**config.mk**
```make
export PLATFORM = sky130hd
export DESIGN_NAME = qam_stream_mapper_flat
export DESIGN_NICKNAME = d
export VERILOG_FILES = /design/src/rtl/qam_stream_mapper_if.sv /design/src/rtl/qam_stream_mapper.sv /design/src/flat_wrapper.sv
export SDC_FILE = /design/constraint.sdc
export NUM_CORES = 1
export LEC_CHECK = 0
export ABC_AREA = 1
export BUFFER_PORTS_ARGS = -buffer_cell sky130_fd_sc_hd__buf_2
export CORE_MARGIN = 2
export CORE_UTILIZATION = 32
export CTS_CLUSTER_SIZE = 14
export DETAILED_ROUTE_END_ITERATION = 10
export PLACE_DENSITY = 0.43
export SYNTH_ARGS = -nofsm -noshare
export SYNTH_HDL_FRONTEND = slang
export SYNTH_SLANG_ARGS = --single-unit
```
**constraint.sdc**
```tcl
create_clock -name clk -period 7.52 [get_ports clk]
set_input_delay 1.504 -clock clk [delete_from_list [all_inputs] [get_ports clk]]
set_output_delay 1.504 -clock clk [all_outputs]
set_load 0.01 [all_outputs]
```
**src/rtl/qam_stream_mapper_if.sv**
```systemverilog
`default_nettype none
// +----------------------------------------------------------------------+
// | qam_stream_mapper_if                                                 |
// | Byte-in / symbol-out stream bundle for qam_stream_mapper.            |
// | Rev 1.0                                                              |
// +----------------------------------------------------------------------+
interface qam_stream_mapper_if #(
  parameter int IN_WIDTH          = 8,
  parameter int OUTPUT_DATA_WIDTH = 18
);
  logic                         s_valid;
  logic                         s_ready;
  logic [IN_WIDTH-1:0]          s_data;
  logic                         s_last;
  logic                         m_valid;
  logic                         m_ready;
  logic [OUTPUT_DATA_WIDTH-1:0] m_real;
  logic [OUTPUT_DATA_WIDTH-1:0] m_imag;
  logic                         m_last;

  // slave: the mapper itself; master: byte source / symbol sink side
  modport slave (
    input  s_valid, s_data, s_last, m_ready,
    output s_ready, m_valid, m_real, m_imag, m_last
  );
  modport master (
    output s_valid, s_data, s_last, m_ready,
    input  s_ready, m_valid, m_real, m_imag, m_last
  );
endinterface
`default_nettype wire

```
**src/rtl/qam_stream_mapper.sv**
```systemverilog
`default_nettype none
// +----------------------------------------------------------------------+
// | qam_stream_mapper                                                    |
// | Unpacks bytes into 2/4/6-bit indices and maps them through a         |
// | writable constellation table to registered Q5.13 real/imag pairs.   |
// | Option macro: QAM_FLUSH_PAD_EN (zero-pad and emit leftover bits).    |
// | Rev 1.0                                                              |
// +----------------------------------------------------------------------+
module qam_stream_mapper #(
  parameter int IN_WIDTH          = 8,
  parameter int MAX_BPS           = 6,
  parameter int OUTPUT_DATA_WIDTH = 18,
  parameter int INTEGER_PART      = 5
) (
  input  logic                    clk,
  input  logic                    rst,
  input  logic [1:0]              mode_i,
  input  logic                    tbl_we_i,
  input  logic [MAX_BPS-1:0]      tbl_addr_i,
  input  logic [INTEGER_PART-1:0] tbl_re_i,
  input  logic [INTEGER_PART-1:0] tbl_im_i,
  qam_stream_mapper_if.slave      bus
);

  localparam int FIX_POINT_PART = OUTPUT_DATA_WIDTH - INTEGER_PART;
  localparam int ACC_W          = IN_WIDTH + MAX_BPS - 1;
  localparam int CNT_W          = $clog2(ACC_W + 1);
  localparam int BPS_W          = $clog2(MAX_BPS + 1);
  localparam int DEPTH          = 2 ** MAX_BPS;
  localparam int ENT_W          = 2 * INTEGER_PART;

  typedef enum logic [1:0] {
    ST_IDLE  = 2'd0,
    ST_RUN   = 2'd1
`ifdef QAM_FLUSH_PAD_EN
    , ST_FLUSH = 2'd2
`endif
  } state_e;

  state_e                         state_q, state_d;
  logic [ACC_W-1:0]               acc_q, acc_d;
  logic [CNT_W-1:0]               cnt_q, cnt_d;
  logic [BPS_W-1:0]               bps_q, bps_d;
  logic                           last_pend_q, last_pend_d;
  logic                           m_valid_q, m_valid_d;
  logic                           m_last_q, m_last_d;
  logic [OUTPUT_DATA_WIDTH-1:0]   m_real_q, m_real_d;
  logic [OUTPUT_DATA_WIDTH-1:0]   m_imag_q, m_imag_d;

  logic [ENT_W-1:0]               tbl_q [DEPTH];

  logic [BPS_W-1:0]               mode_bps;
  logic [BPS_W-1:0]               bps_w;
  logic [CNT_W-1:0]               bps_c;
  logic [CNT_W-1:0]               cnt_rem;
  logic [MAX_BPS-1:0]             idx_mask;
  logic [MAX_BPS-1:0]             idx;
  logic [ENT_W-1:0]               entry;
  logic                           s_ready_w;
  logic                           accept;
  logic                           can_load;
  logic                           emit;
  logic                           flush_emit;

  always_comb begin
    case (mode_i)
      2'd0:    mode_bps = BPS_W'(2);
      2'd2:    mode_bps = BPS_W'(6);
      default: mode_bps = BPS_W'(4);
    endcase
  end

  // Table is deliberately outside the reset domain; reads see the pre-write entry.
  always_ff @(posedge clk) begin
    if (tbl_we_i) begin
      tbl_q[tbl_addr_i] <= {tbl_im_i, tbl_re_i};
    end
  end

  always_comb begin
    bps_w   = (state_q == ST_IDLE) ? mode_bps : bps_q;
    bps_c   = CNT_W'(bps_w);
    cnt_rem = cnt_q - bps_c;
    idx_mask = '0;
    for (int i = 0; i < MAX_BPS; i++) begin
      idx_mask[i] = (i < int'(bps_w));
    end
    idx      = acc_q[MAX_BPS-1:0] & idx_mask;
    entry    = tbl_q[idx];
    can_load = !m_valid_q || bus.m_ready;
`ifdef QAM_FLUSH_PAD_EN
    s_ready_w  = (state_q != ST_FLUSH) && (cnt_q < bps_c);
    flush_emit = (state_q == ST_FLUSH) && can_load;
`else
    s_ready_w  = (cnt_q < bps_c);
    flush_emit = 1'b0;
`endif
    accept = bus.s_valid && s_ready_w;
    emit   = (cnt_q >= bps_c) && can_load;
  end

  always_comb begin
    state_d     = state_q;
    acc_d       = acc_q;
    cnt_d       = cnt_q;
    bps_d       = bps_q;
    last_pend_d = last_pend_q;
    m_valid_d   = m_valid_q;
    m_last_d    = m_last_q;
    m_real_d    = m_real_q;
    m_imag_d    = m_imag_q;

    if (bus.m_ready) begin
      m_valid_d = 1'b0;
    end

    if (accept) begin
      acc_d = acc_q | (ACC_W'(bus.s_data) << cnt_q);
      cnt_d = cnt_q + CNT_W'(IN_WIDTH);
      if (bus.s_last) begin
        last_pend_d = 1'b1;
      end
      if (state_q == ST_IDLE) begin
        bps_d   = mode_bps;
        state_d = ST_RUN;
      end
    end

    if (emit || flush_emit) begin
      m_valid_d = 1'b1;
      m_last_d  = 1'b0;
      m_real_d  = {entry[INTEGER_PART-1:0], {FIX_POINT_PART{1'b0}}};
      m_imag_d  = {entry[ENT_W-1:INTEGER_PART], {FIX_POINT_PART{1'b0}}};
    end

    if (emit) begin
      acc_d = acc_q >> bps_w;
      cnt_d = cnt_rem;
      if (last_pend_q) begin
        if (cnt_rem == '0) begin
          m_last_d    = 1'b1;
          last_pend_d = 1'b0;
          state_d     = ST_IDLE;
        end else if (cnt_rem < bps_c) begin
`ifdef QAM_FLUSH_PAD_EN
          state_d = ST_FLUSH;
`else
          // Frame tail shorter than a symbol is discarded.
          m_last_d    = 1'b1;
          last_pend_d = 1'b0;
          acc_d       = '0;
          cnt_d       = '0;
          state_d     = ST_IDLE;
`endif
        end
      end
    end

    if (flush_emit) begin
      m_last_d    = 1'b1;
      last_pend_d = 1'b0;
      acc_d       = '0;
      cnt_d       = '0;
      state_d     = ST_IDLE;
    end
  end

  always_ff @(posedge clk or posedge rst) begin
    if (rst) begin
      state_q     <= ST_IDLE;
      acc_q       <= '0;
      cnt_q       <= '0;
      bps_q       <= BPS_W'(4);
      last_pend_q <= 1'b0;
      m_valid_q   <= 1'b0;
      m_last_q    <= 1'b0;
      m_real_q    <= '0;
      m_imag_q    <= '0;
    end else begin
      state_q     <= state_d;
      acc_q       <= acc_d;
      cnt_q       <= cnt_d;
      bps_q       <= bps_d;
      last_pend_q <= last_pend_d;
      m_valid_q   <= m_valid_d;
      m_last_q    <= m_last_d;
      m_real_q    <= m_real_d;
      m_imag_q    <= m_imag_d;
    end
  end

  assign bus.s_ready = s_ready_w;
  assign bus.m_valid = m_valid_q;
  assign bus.m_last  = m_last_q;
  assign bus.m_real  = m_real_q;
  assign bus.m_imag  = m_imag_q;

endmodule
`default_nettype wire

```
**src/flat_wrapper.sv**
```systemverilog
// flat-port wrapper written by rule: the top's interface ports become plain ports
module qam_stream_mapper_flat 
#(
  parameter int IN_WIDTH          = 8,
  parameter int MAX_BPS           = 6,
  parameter int OUTPUT_DATA_WIDTH = 18,
  parameter int INTEGER_PART      = 5
)
  (clk, rst, mode_i, tbl_we_i, tbl_addr_i, tbl_re_i, tbl_im_i, bus_s_valid, bus_s_data, bus_s_last, bus_m_ready, bus_s_ready, bus_m_valid, bus_m_real, bus_m_imag, bus_m_last);
  qam_stream_mapper_if #(.IN_WIDTH(IN_WIDTH), .OUTPUT_DATA_WIDTH(OUTPUT_DATA_WIDTH)) bus_i ();
  input  logic clk;
  input  logic rst;
  input  logic [1:0] mode_i;
  input  logic tbl_we_i;
  input  logic [MAX_BPS-1:0] tbl_addr_i;
  input  logic [INTEGER_PART-1:0] tbl_re_i;
  input  logic [INTEGER_PART-1:0] tbl_im_i;
  input wire logic [$bits(bus_i.s_valid)-1:0] bus_s_valid;
  input wire logic [$bits(bus_i.s_data)-1:0] bus_s_data;
  input wire logic [$bits(bus_i.s_last)-1:0] bus_s_last;
  input wire logic [$bits(bus_i.m_ready)-1:0] bus_m_ready;
  output wire logic [$bits(bus_i.s_ready)-1:0] bus_s_ready;
  output wire logic [$bits(bus_i.m_valid)-1:0] bus_m_valid;
  output wire logic [$bits(bus_i.m_real)-1:0] bus_m_real;
  output wire logic [$bits(bus_i.m_imag)-1:0] bus_m_imag;
  output wire logic [$bits(bus_i.m_last)-1:0] bus_m_last;
  assign bus_i.s_valid = bus_s_valid;
  assign bus_i.s_data = bus_s_data;
  assign bus_i.s_last = bus_s_last;
  assign bus_i.m_ready = bus_m_ready;
  assign bus_s_ready = bus_i.s_ready;
  assign bus_m_valid = bus_i.m_valid;
  assign bus_m_real = bus_i.m_real;
  assign bus_m_imag = bus_i.m_imag;
  assign bus_m_last = bus_i.m_last;
  qam_stream_mapper #(.IN_WIDTH(IN_WIDTH), .MAX_BPS(MAX_BPS), .OUTPUT_DATA_WIDTH(OUTPUT_DATA_WIDTH), .INTEGER_PART(INTEGER_PART)) u_core (.clk(clk), .rst(rst), .mode_i(mode_i), .tbl_we_i(tbl_we_i), .tbl_addr_i(tbl_addr_i), .tbl_re_i(tbl_re_i), .tbl_im_i(tbl_im_i), .bus(bus_i));
endmodule
```
==> results of run 1 <==
where the power goes:
group	switching [W]	leakage, nW	internal, W	total (W)
combinational	0.00436	5.95	0.00160	0.00596
clock	0.00154	1.20	0.00221	0.00375
sequential	0.000152	6.19	0.00424	0.00439
total	0.00605	13.3	0.00805	0.0141
synthesized netlist by cell type (all sizes together):
cell type    n
nand2      718
nand3      704
edfxtp     640
inv        284
buf        152
nand3b     120
nor2        76
clkbuf      64
o21ai       44
dfrtp       34
a21oi       16
nor3        11
nand4       10
nor4         9
o22ai        8
ha           7
mux2i        4
xor2         4
a31oi        3
clkinv       3
o211ai       3
a22oi        2
o2111ai      2
o221ai       2
o31ai        2
or2          2
a311oi       1
conb         1
dfstp        1
o21a         1
o21bai       1
o311ai       1
per-layer routing:
layer  up-vias  track usage, %
met1     10700            27.4
met4         2            5.30
met5         -               0
li1       9953               -
met3       119            2.70
met2       586            29.3
worst max-delay path, cell delays in order:
cell     delay [ns]
buf_2          0.10
nor2_1         0.05
nand2_1        0.10
nand2_4        0.18
nand2_2        0.15
inv_4          0.06
nor2_8         0.62
inv_4          0.54
buf_12         0.37
nand3_1        0.17
nand3_1        0.17
nand3_1        0.19
nand3_1        0.23
nand3_1        0.21
nand2_1        0.08
nand2_1        0.06
nand2_1        0.05
metrics by stage:
stage | std cells | setup WS [ns] | total power, W
5_1_grt | 4229 | 2.91 | 0.0150
3_3_place_gp | 4090 | 2.45 | 0.0105
6_report | 4229 | 3.05 | 0.0141
3_5_place_dp | 4091 | 2.48 | 0.0104
2_1_floorplan | 2955 | 3.41 | 0.00852
4_1_cts | 4229 | 3.17 | 0.0142
registers in the layout, indices dropped and copies added (netlist names), named ones only:
register / cells
u_core.tbl_q: 640
u_core.cnt_q: 4
u_core.acc_q: 13
u_core.bus.m_real: 5
u_core.bus.m_valid: 1
u_core.bus.m_imag: 5
u_core.last_pend_q: 1
u_core.bps_q: 3
u_core.state_q: 2
area by class of cell:
cell class,count,area [sq um]
fillers,9380,60500
flip-flops and latches,675,20100
multi-input cells,1777,8530
clock buffers,100,2110
well taps,1265,1580
inverters,287,1080
repair buffers,87,609
clock inverters,38,364
cells by family after synthesis:
group	after synthesis	synth area share, %
and+or+nand+nor	1650	25.0
adders and majority gates	7	0.286
DFF	675	65.6
muxes	4	0.131
xor gates and xnor gates	4	0.163
other	1	0.0122
AOI/OAI and AO/OA	86	1.62
buffers and inverters	503	7.13
final timing paths:
path	depth (start not counted)	start	to
max	17	mode_i[0]	u_core.bus.m_real[17]
min	2	flop	flop
max reg2reg	16	u_core.state_q[1]	u_core.bus.m_real[14]
min reg2reg	2	flop	flop
max in group asynchronous	3	rst	u_core.acc_q[0]
min in group asynchronous	3	rst	u_core.acc_q[10]
==> results.toml, run 1 <==
[status]
outcome = "finished clean"

[finish]
synthToLayoutAreaGrowth_pct = 12.3
insertedDiodeCount = 0
layout_commonest_cell = "nand2_1"
mostFrequentLayoutCells = "nand2_1 (708), nand3_1 (703), edfxtp_1 (640)"
final_cell_area_sq_um = 34400
finish.utilization_pct = 36.2
post_route_cells_drive_above_1_share_pct = 7.79
num-nets-final = 2947

[route]
detail_route.first_pass.iterations = 5
drt-initial-drc-count = 1841
postRouteAntennaNets = 0
top_layer = "met5"
met3_length_mm = 4.65
dr_total_vias = 21300
postRouteWirelength_mm = 92.9
wl_met1_mm = 44.1
wl_per_cell_um = 22.0
vias_per_cell = 5.04
post-route-drc-count = 0
met2WireLength_mm = 42.1

[clock_tree]
worst_skew_pair.late_latency_ns = 0.64
clock-root-buffer = "clkbuf_16"
cts.path.max_buffers = 3
cts_tree = "done"
clk_transition_reported_paths_ns = 0.06
post_cts.resized_instances = 0
number_of_clock_buffers_inserted_by_tritoncts = 80
cts.hold.buffers_added = 0
cts.repair_timing.setup_buffer_count = 0
cts_htree_levels = 3
numClockSinks = 675

[placement]
place.gp.congestion = 0.843
dp_hpwl_mm = 52.6
dpl_cell_area_sq_um = 31900
io_buffers = 44

[sta]
setup_viol_count_final = 0
worst_pin_slew_ns = 1.22
fin_setup_tns_ns = 0
timing.hold.ws_ns = 0.488
worst_clock_skew_ns = 0.0359
f_max_mhz = 224
period_share_pct = 59.5
count_of_endpoints_failing_hold_in_the_final_timing_report = 0
final_period_minus_worst_setup_slack_ns = 4.47
maxSlewViolCount = 0
maxSlewHeadroom_pct = 18.7
grt_setup_unrepaired = "no"

[yosys]
synthDistinctLibCells = 46
ys_warn_count = 0
yosysTopAreaCell = "edfxtp_1"
synth-seq-cells = 675
netlist.area_leader.share_pct = 62.8
synth.avg_cell_area_sq_um = 10.4
ys_seq_area_share_pct = 65.6
syn-instance-count = 2930
mappedNetlistArea_sq_um = 30600
yosys-top-cells-area = "edfxtp_1 (63%), nand3_1 (11%), nand2_1 (8.7%), inv_1 (3.4%), nand3b_1 (2.9%)"

[critical_path]
critPathCaptureType = "flop"
crit_required_ns = 8.05
reg2reg_slack_ns = 3.52
path_max_fanout = 69
worstPathArrival_ns = 5.00
timing.setup.critical_path_class = "in2reg"
worstSetupStartpointType = "primary input"

[grt]
grt_pass1_vias = 21100
pin_count_of_the_biggest_net_entering_global_routing = 186
antenna_found_initial = 2
grt_pass1_wl_mm = 139
grt_util_all_layers_pct = 18.8
global_route.overflow_total = 0

[floorplan]
die_h_um = 313
num_rows = 113
effective_utilization_at_floorplan_pct = 32.3
die_area_sq_um = 98200
core_area_sq_um = 94900
number_of_top_level_pins = 71
dieWidth_um = 313

[power_and_ir_drop]
power.static_leakage_nw = 13.3
power_density_nw_per_um2 = 410
ir_drop_mv = 0.417

[flow_run]
max_cap_viol_count = 0

[min_path]
hold_path_class = "reg2reg"
Note: power is estimated with default switching activity, not from simulation.
==> inputs of run 2 (changes only) <==
--- a/config.mk
+++ b/config.mk
@@ -5,13 +5,13 @@
 export SDC_FILE = /design/constraint.sdc
 export NUM_CORES = 1
 export LEC_CHECK = 0
-export ABC_AREA = 1
+export ABC_AREA = 0
 export BUFFER_PORTS_ARGS = -buffer_cell sky130_fd_sc_hd__buf_2
 export CORE_MARGIN = 2
 export CORE_UTILIZATION = 32
 export CTS_CLUSTER_SIZE = 14
 export DETAILED_ROUTE_END_ITERATION = 10
-export PLACE_DENSITY = 0.43
+export PLACE_DENSITY = 0.45
 export SYNTH_ARGS = -nofsm -noshare
 export SYNTH_HDL_FRONTEND = slang
 export SYNTH_SLANG_ARGS = --single-unit
==> constraint.sdc (replaced) <==
create_clock -name clk -period 4.1 [get_ports clk]
set_input_delay 0.82 -clock clk [delete_from_list [all_inputs] [get_ports clk]]
set_output_delay 0.82 -clock clk [all_outputs]
set_load 0.01 [all_outputs]
==> results.toml, run 2 <==
[finish]
num-nets-final = 2178
largest_reg_flops = 640
largest-register = "u_core.tbl_q"
largest_registers = "u_core.tbl_q: 640 flops, u_core.acc_q: 13 flops"
mostFrequentLayoutCells = "edfxtp_1 (640), nand2_1 (225), mux2i_1 (153)"
layout_commonest_cell = "edfxtp_1"
post_route_cells_drive_above_1_share_pct = 18.4
synthToLayoutAreaGrowth_pct = 15.7
fin_cells = 3371

[floorplan]
die_area_sq_um = 92700
core_area_sq_um = 89700
num_rows = 110
number_of_top_level_pins = 71
die_h_um = 304
effective_utilization_at_floorplan_pct = 32.2
dieWidth_um = 304

[yosys]
post_synth_xor_area_fraction_pct = 0.0910
synthMostInstantiatedCell = "edfxtp_1"
yosysTopAreaCell = "edfxtp_1"
yosys-top-cells-area = "edfxtp_1 (67%), mux2i_1 (5.3%), dfrtp_1 (2.9%), nand2_1 (2.9%), mux2_2 (2.3%)"
ys_seq_area_share_pct = 69.6
synth-seq-cells = 675
commonest_cells_post_synth = "edfxtp_1 (640), nand2_1 (225), mux2i_1 (153), a21oi_1 (95), nor2_1 (90)"
syn-instance-count = 2005
synth_edf_count = 640
post_synth_arst_share_pct = 5.19
muxShareOfSynthArea_pct = 7.68
ys_warn_count = 0
synth.avg_cell_area_sq_um = 14.4
synth_top_family_by_area = "compound AO/OA/AOI/OAI gates"
mappedNetlistArea_sq_um = 28900
netlist.area_leader.share_pct = 66.5
synth-compound-area-share_pct = 11.3
synth-simple-area-share_pct = 7.62
synth_ff_type = "edfxtp_1"
yosys.area_share.adder_pct = 0.303
synthDistinctLibCells = 84

[grt]
pin_count_of_the_biggest_net_entering_global_routing = 65
global_route.overflow_total = 0
grt_util_all_layers_pct = 19.1
grt_pass1_vias = 17700
grt_pass1_wl_mm = 129
antenna_found_initial = 4

[power_and_ir_drop]
power_switching_share_pct = 36.2
power.switching_w = 0.00816
power.static_leakage_nw = 11.0
intPower_w = 0.0144
comb_power_share_pct = 34.3
power_frac_clock_pct = 29.6
power_density_nw_per_um2 = 674
total_power_w = 0.0225
ir_drop_mv = 0.334
power.sequential.fraction_pct = 36.1

[placement]
io_buffers = 44
place_worst_setup_slack_ns = 0.480
dp_hpwl_mm = 57.6
dpl.cell_count = 3235
place.gp.congestion = 0.858

[sta]
period_share_pct = 90.5
setup_ws_ns = 0.388
maxSlewHeadroom_pct = 27.7
setup_viol_count_final = 0
final_period_minus_worst_setup_slack_ns = 3.71
maxSlewViolCount = 0
f_max_mhz = 269
count_of_endpoints_failing_hold_in_the_final_timing_report = 0
grt_setup_unrepaired = "no"
worst_pin_slew_ns = 1.09
fin_setup_tns_ns = 0
worst_clock_skew_ns = 0.0324
timing.hold.ws_ns = 0.394

[route]
wl_per_cell_um = 26.6
dr_total_vias = 18000
detail_route.first_pass.iterations = 5
postRouteAntennaNets = 0
post-route-drc-count = 0
postRouteWirelength_mm = 89.7
vias_per_cell = 5.34
drt-initial-drc-count = 1590

[clock_tree]
cts.repair_timing.setup_buffer_count = 0
number_of_clock_buffers_inserted_by_tritoncts = 78
clk_transition_reported_paths_ns = 0.05
post_cts.resized_instances = 0
cts_tree = "done"
worst_skew_pair.late_latency_ns = 0.62
clock-root-buffer = "clkbuf_16"
cts.hold.buffers_added = 0
cts.path.max_buffers = 3
cts_htree_levels = 3
numClockSinks = 675

[critical_path]
critical_path.top_delay_family = "simple AND/OR/NAND/NOR gates"
critPathCaptureType = "primary output"
path_max_fanout = 11
worstPathArrival_ns = 2.89
critical_path.cell_chain = "or3b_2 > a21oi_1 > nor2_1 > ha_1 > o21ai_0 > and2_1 > buf_2"
timing.critical_path.slowest_stage_cell = "dfrtp_1"
timing.setup.critical_path_class = "reg2out"
worstSetupStartpointType = "flop"
crit_required_ns = 3.28
worst-path-stages = 7
worst_case_reg_to_reg_path_depth = 8
worst-path-buf-inv = 1
critPathMaxStageDelay_ns = 0.55

[min_path]
hold_path_class = "in2async"

[flow_run]
max_cap_viol_count = 0

[status]
outcome = "finished clean"
==> run 2: cell types whose count changed after synthesis, moves of 59 or more <==
cell and delta:
mux2_2 +59, mux2i_1 +149, inv_1 -258, nand3b_1 -117, nand2_1 -484, a21oi_1 +79, nand3_1 -665
==> run 2: per-layer routing <==
layer / vias up / GRT usage, % / share of wire, %
met4: 4 / 5.53 / 2.5
met2: 596 / 30.5 / 47
met1: 9242 / 26.2 / 45
li1: 8053 / - / -
met3: 114 / 3.97 / 6.1
met5: - / 0 / 0.020
==> run 2: cells by family (layout without fill, tap and decap cells) <==
family          Yosys count  in the layout
xor+xnor                  3              3
flops                   675            675
fa+ha+maj                 7              7
other cells               1             28
buf+inv                 181            344
simple gates            489            489
compound gates          436            436
mux                     213            213
==> run 2: layout make-up <==
class | count | area (sq um)
fillers | 8535 | 56300
flip-flops and latches | 675 | 20100
multi-input cells | 1174 | 7920
clock buffers | 110 | 2210
well taps | 1176 | 1470
repair buffers | 190 | 1430
clock inverters | 24 | 211
inverters | 20 | 76.3
diodes | 2 | 5.00
==> run 2: metrics by stage <==
step           util [%]  area [sq um]
5_1_grt            37.2         33400
2_1_floorplan         -         29000
6_report           37.2         33400
3_5_place_dp       34.5         31000
3_3_place_gp       34.5         31000
4_1_cts            37.2         33400
==> run 2: power groups by stage <==
stage / combinational [W] / sequential (W) / clock [W]
2_1_floorplan: 0.00498 / 0.00803 / 0
3_3_place_gp: 0.00771 / 0.00827 / 0
3_5_place_dp: 0.00770 / 0.00828 / 0
4_1_cts: 0.00773 / 0.00813 / 0.00681
5_1_grt: 0.00827 / 0.00816 / 0.00706
6_report: 0.00773 / 0.00814 / 0.00667
==> run 2: worst reg2reg max path, delay by kind of cell (launching register included) <==
| family | cells | cell delay, ns |
|---|---|---|
| AOI/OAI and AO/OA | 6 | 2.40 |
| buffers and inverters | 1 | 0.36 |
| DFF | 1 | 0.55 |
| and+or+nand+nor | 1 | 0.12 |
==> run 2: final timing paths <==
kind	end	start	slack, ns
worst max-delay path	bus_s_ready	u_core.state_q[0]	0.39
worst min-delay path	u_core.acc_q[10]	rst	0.39
worst max register to register	u_core.bus.m_real[17]	u_core.state_q[0]	0.59
worst min register to register	flop	flop	0.48
max in group asynchronous	u_core.acc_q[0]	rst	3.07
min in group clk	u_core.last_pend_q	bus_s_last	0.46
==> inputs of run 3 (changes only) <==
--- a/config.mk
+++ b/config.mk
@@ -7,11 +7,13 @@
 export LEC_CHECK = 0
 export ABC_AREA = 0
 export BUFFER_PORTS_ARGS = -buffer_cell sky130_fd_sc_hd__buf_2
+export CELL_PAD_IN_SITES_DETAIL_PLACEMENT = 1
+export CELL_PAD_IN_SITES_GLOBAL_PLACEMENT = 1
 export CORE_MARGIN = 2
 export CORE_UTILIZATION = 32
 export CTS_CLUSTER_SIZE = 14
 export DETAILED_ROUTE_END_ITERATION = 10
-export PLACE_DENSITY = 0.45
+export PLACE_DENSITY = 0.52
 export SYNTH_ARGS = -nofsm -noshare
 export SYNTH_HDL_FRONTEND = slang
 export SYNTH_SLANG_ARGS = --single-unit
==> results.toml, run 3 (synthesized netlist as in run 2, its figures left out) <==
[status]
outcome = "finished clean"

[power_and_ir_drop]
total_power_w = 0.0229
power.static_leakage_nw = 11.1
ir_drop_mv = 0.387
power_density_nw_per_um2 = 682

[clock_tree]
clk_transition_reported_paths_ns = 0.07
numClockSinks = 675
cts_tree = "done"
clock-root-buffer = "clkbuf_16"
cts_htree_levels = 3
worst_skew_pair.late_latency_ns = 0.65
cts.path.max_buffers = 3
post_cts.resized_instances = 0
cts.hold.buffers_added = 0
cts.repair_timing.setup_buffer_count = 0
number_of_clock_buffers_inserted_by_tritoncts = 80

[sta]
grt_setup_unrepaired = "no"
maxSlewHeadroom_pct = 21.6
timing.hold.ws_ns = 0.394
worst_clock_skew_ns = 0.0295
fin_setup_tns_ns = 0
count_of_endpoints_failing_hold_in_the_final_timing_report = 0
f_max_mhz = 256
final_period_minus_worst_setup_slack_ns = 3.91
maxSlewViolCount = 0
period_share_pct = 95.5
worst_pin_slew_ns = 1.18
setup_viol_count_final = 0

[finish]
num-nets-final = 2197
nFillCells = 9251
post_route_cells_drive_above_1_share_pct = 19.1
largest_reg_flops = 640
largest-register = "u_core.tbl_q"
largest_registers = "u_core.tbl_q: 640 flops, u_core.acc_q: 13 flops"
layout_commonest_cell = "edfxtp_1"
mostFrequentLayoutCells = "edfxtp_1 (640), nand2_1 (225), mux2i_1 (153)"
final_cell_area_sq_um = 33600
synthToLayoutAreaGrowth_pct = 16.3
register_area_sq_um = 20100
area_taken_by_multi_input_logic_gates_sq_um = 7920

[grt]
global_route.overflow_total = 0
global_route.usage.met3_pct = 3.24
pin_count_of_the_biggest_net_entering_global_routing = 88
grt_pass1_vias = 18700
met1_usage_pct = 27.3
antenna_found_initial = 2
grt_pass1_wl_mm = 136
global_route.peak_usage_layer = "met2"
globalRouteMet2Util_pct = 33.3
grt_util_all_layers_pct = 20.1

[floorplan]
num_rows = 110
core_area_sq_um = 89700
die_area_sq_um = 92700
dieWidth_um = 304
die_h_um = 304
effective_utilization_at_floorplan_pct = 32.2
number_of_top_level_pins = 71

[placement]
place.gp.congestion = 0.831
dp_hpwl_mm = 60.9
io_buffers = 44
dpl_cell_area_sq_um = 31100

[critical_path]
path_max_fanout = 17
timing.setup.critical_path_class = "reg2reg"
worstSetupStartpointType = "flop"
crit_required_ns = 4.59
worstPathArrival_ns = 4.40
critPathCaptureType = "flop"

[route]
detail_route.first_pass.iterations = 5
drt-initial-drc-count = 1516
dr_total_vias = 18300
wl_per_cell_um = 27.7
postRouteWirelength_mm = 94.1
vias_per_cell = 5.40
post-route-drc-count = 0
postRouteAntennaNets = 0

[min_path]
hold_path_class = "in2async"

[flow_run]
max_cap_viol_count = 0
[run 3: cell types whose count changed in the layout (fill, tap and decap cells not counted), sizes merged]
cell / change
clkinv: +13
clkbuf: -10
diode: -1
inv: +4
bufinv: +1
buf: +17
[run 3: through the flow]
stage | utilization [%] | std cells | worst slack (ns)
2_1_floorplan | - | 2030 | 0.443
3_3_place_gp | 34.7 | 3252 | 0.246
4_1_cts | 37.4 | 3394 | 0.293
3_5_place_dp | 34.7 | 3252 | 0.214
5_1_grt | 37.4 | 3394 | 0.0174
6_report | 37.4 | 3395 | 0.186
[run 3: area by class of cell]
| type | instances | area share (%) |
|---|---|---|
| Sequential cell | 675 | 59.8 |
| Multi-Input combinational cell | 1174 | 23.6 |
| Clock buffer | 100 | 6.25 |
| Timing Repair Buffer | 207 | 4.71 |
| Tap cell | 1176 | 4.38 |
| Clock inverter | 42 | 1.02 |
| Inverter | 20 | 0.227 |
| Antenna cell | 1 | 0.00745 |
[run 3: report_power, final]
part,switching [W],internal (W)
Combinational,0.00518,0.00281
Clock,0.00287,0.00388
Sequential,0.000409,0.00776
Total,0.00846,0.0145
[run 3: routing by layer]
layer / up-vias / part of all wire (%)
met5: - / 0
met2: 468 / 48
met4: 0 / 2.4
met1: 9635 / 45
li1: 8114 / -
met3: 123 / 4.7
[run 3: final timing paths]
check | cells past startpoint | start | slack (ns) | end
min | 2 | rst | 0.39 | u_core.bus.m_imag[13]
max reg2reg | 10 | u_core.state_q[0] | 0.19 | u_core.bus.m_real[16]
min in group clk | 3 | bus_s_last | 0.44 | u_core.last_pend_q
max in group asynchronous | 2 | rst | 3.04 | u_core.acc_q[0]
max | 10 | u_core.state_q[0] | 0.19 | u_core.bus.m_real[16]
min reg2reg | 1 | flop | 0.49 | flop
[run 3: critical path: stages, from the launching register on]
cell and delay [ns]:
dfrtp_1 0.56, o21bai_4 0.57, a21oi_1 0.23, nor2_1 0.14
ha_1 0.22, nand2_1 0.06, a21boi_0 0.58, o21ai_1 0.44
o32a_1 0.46, a22oi_1 0.35, o31ai_2 0.14
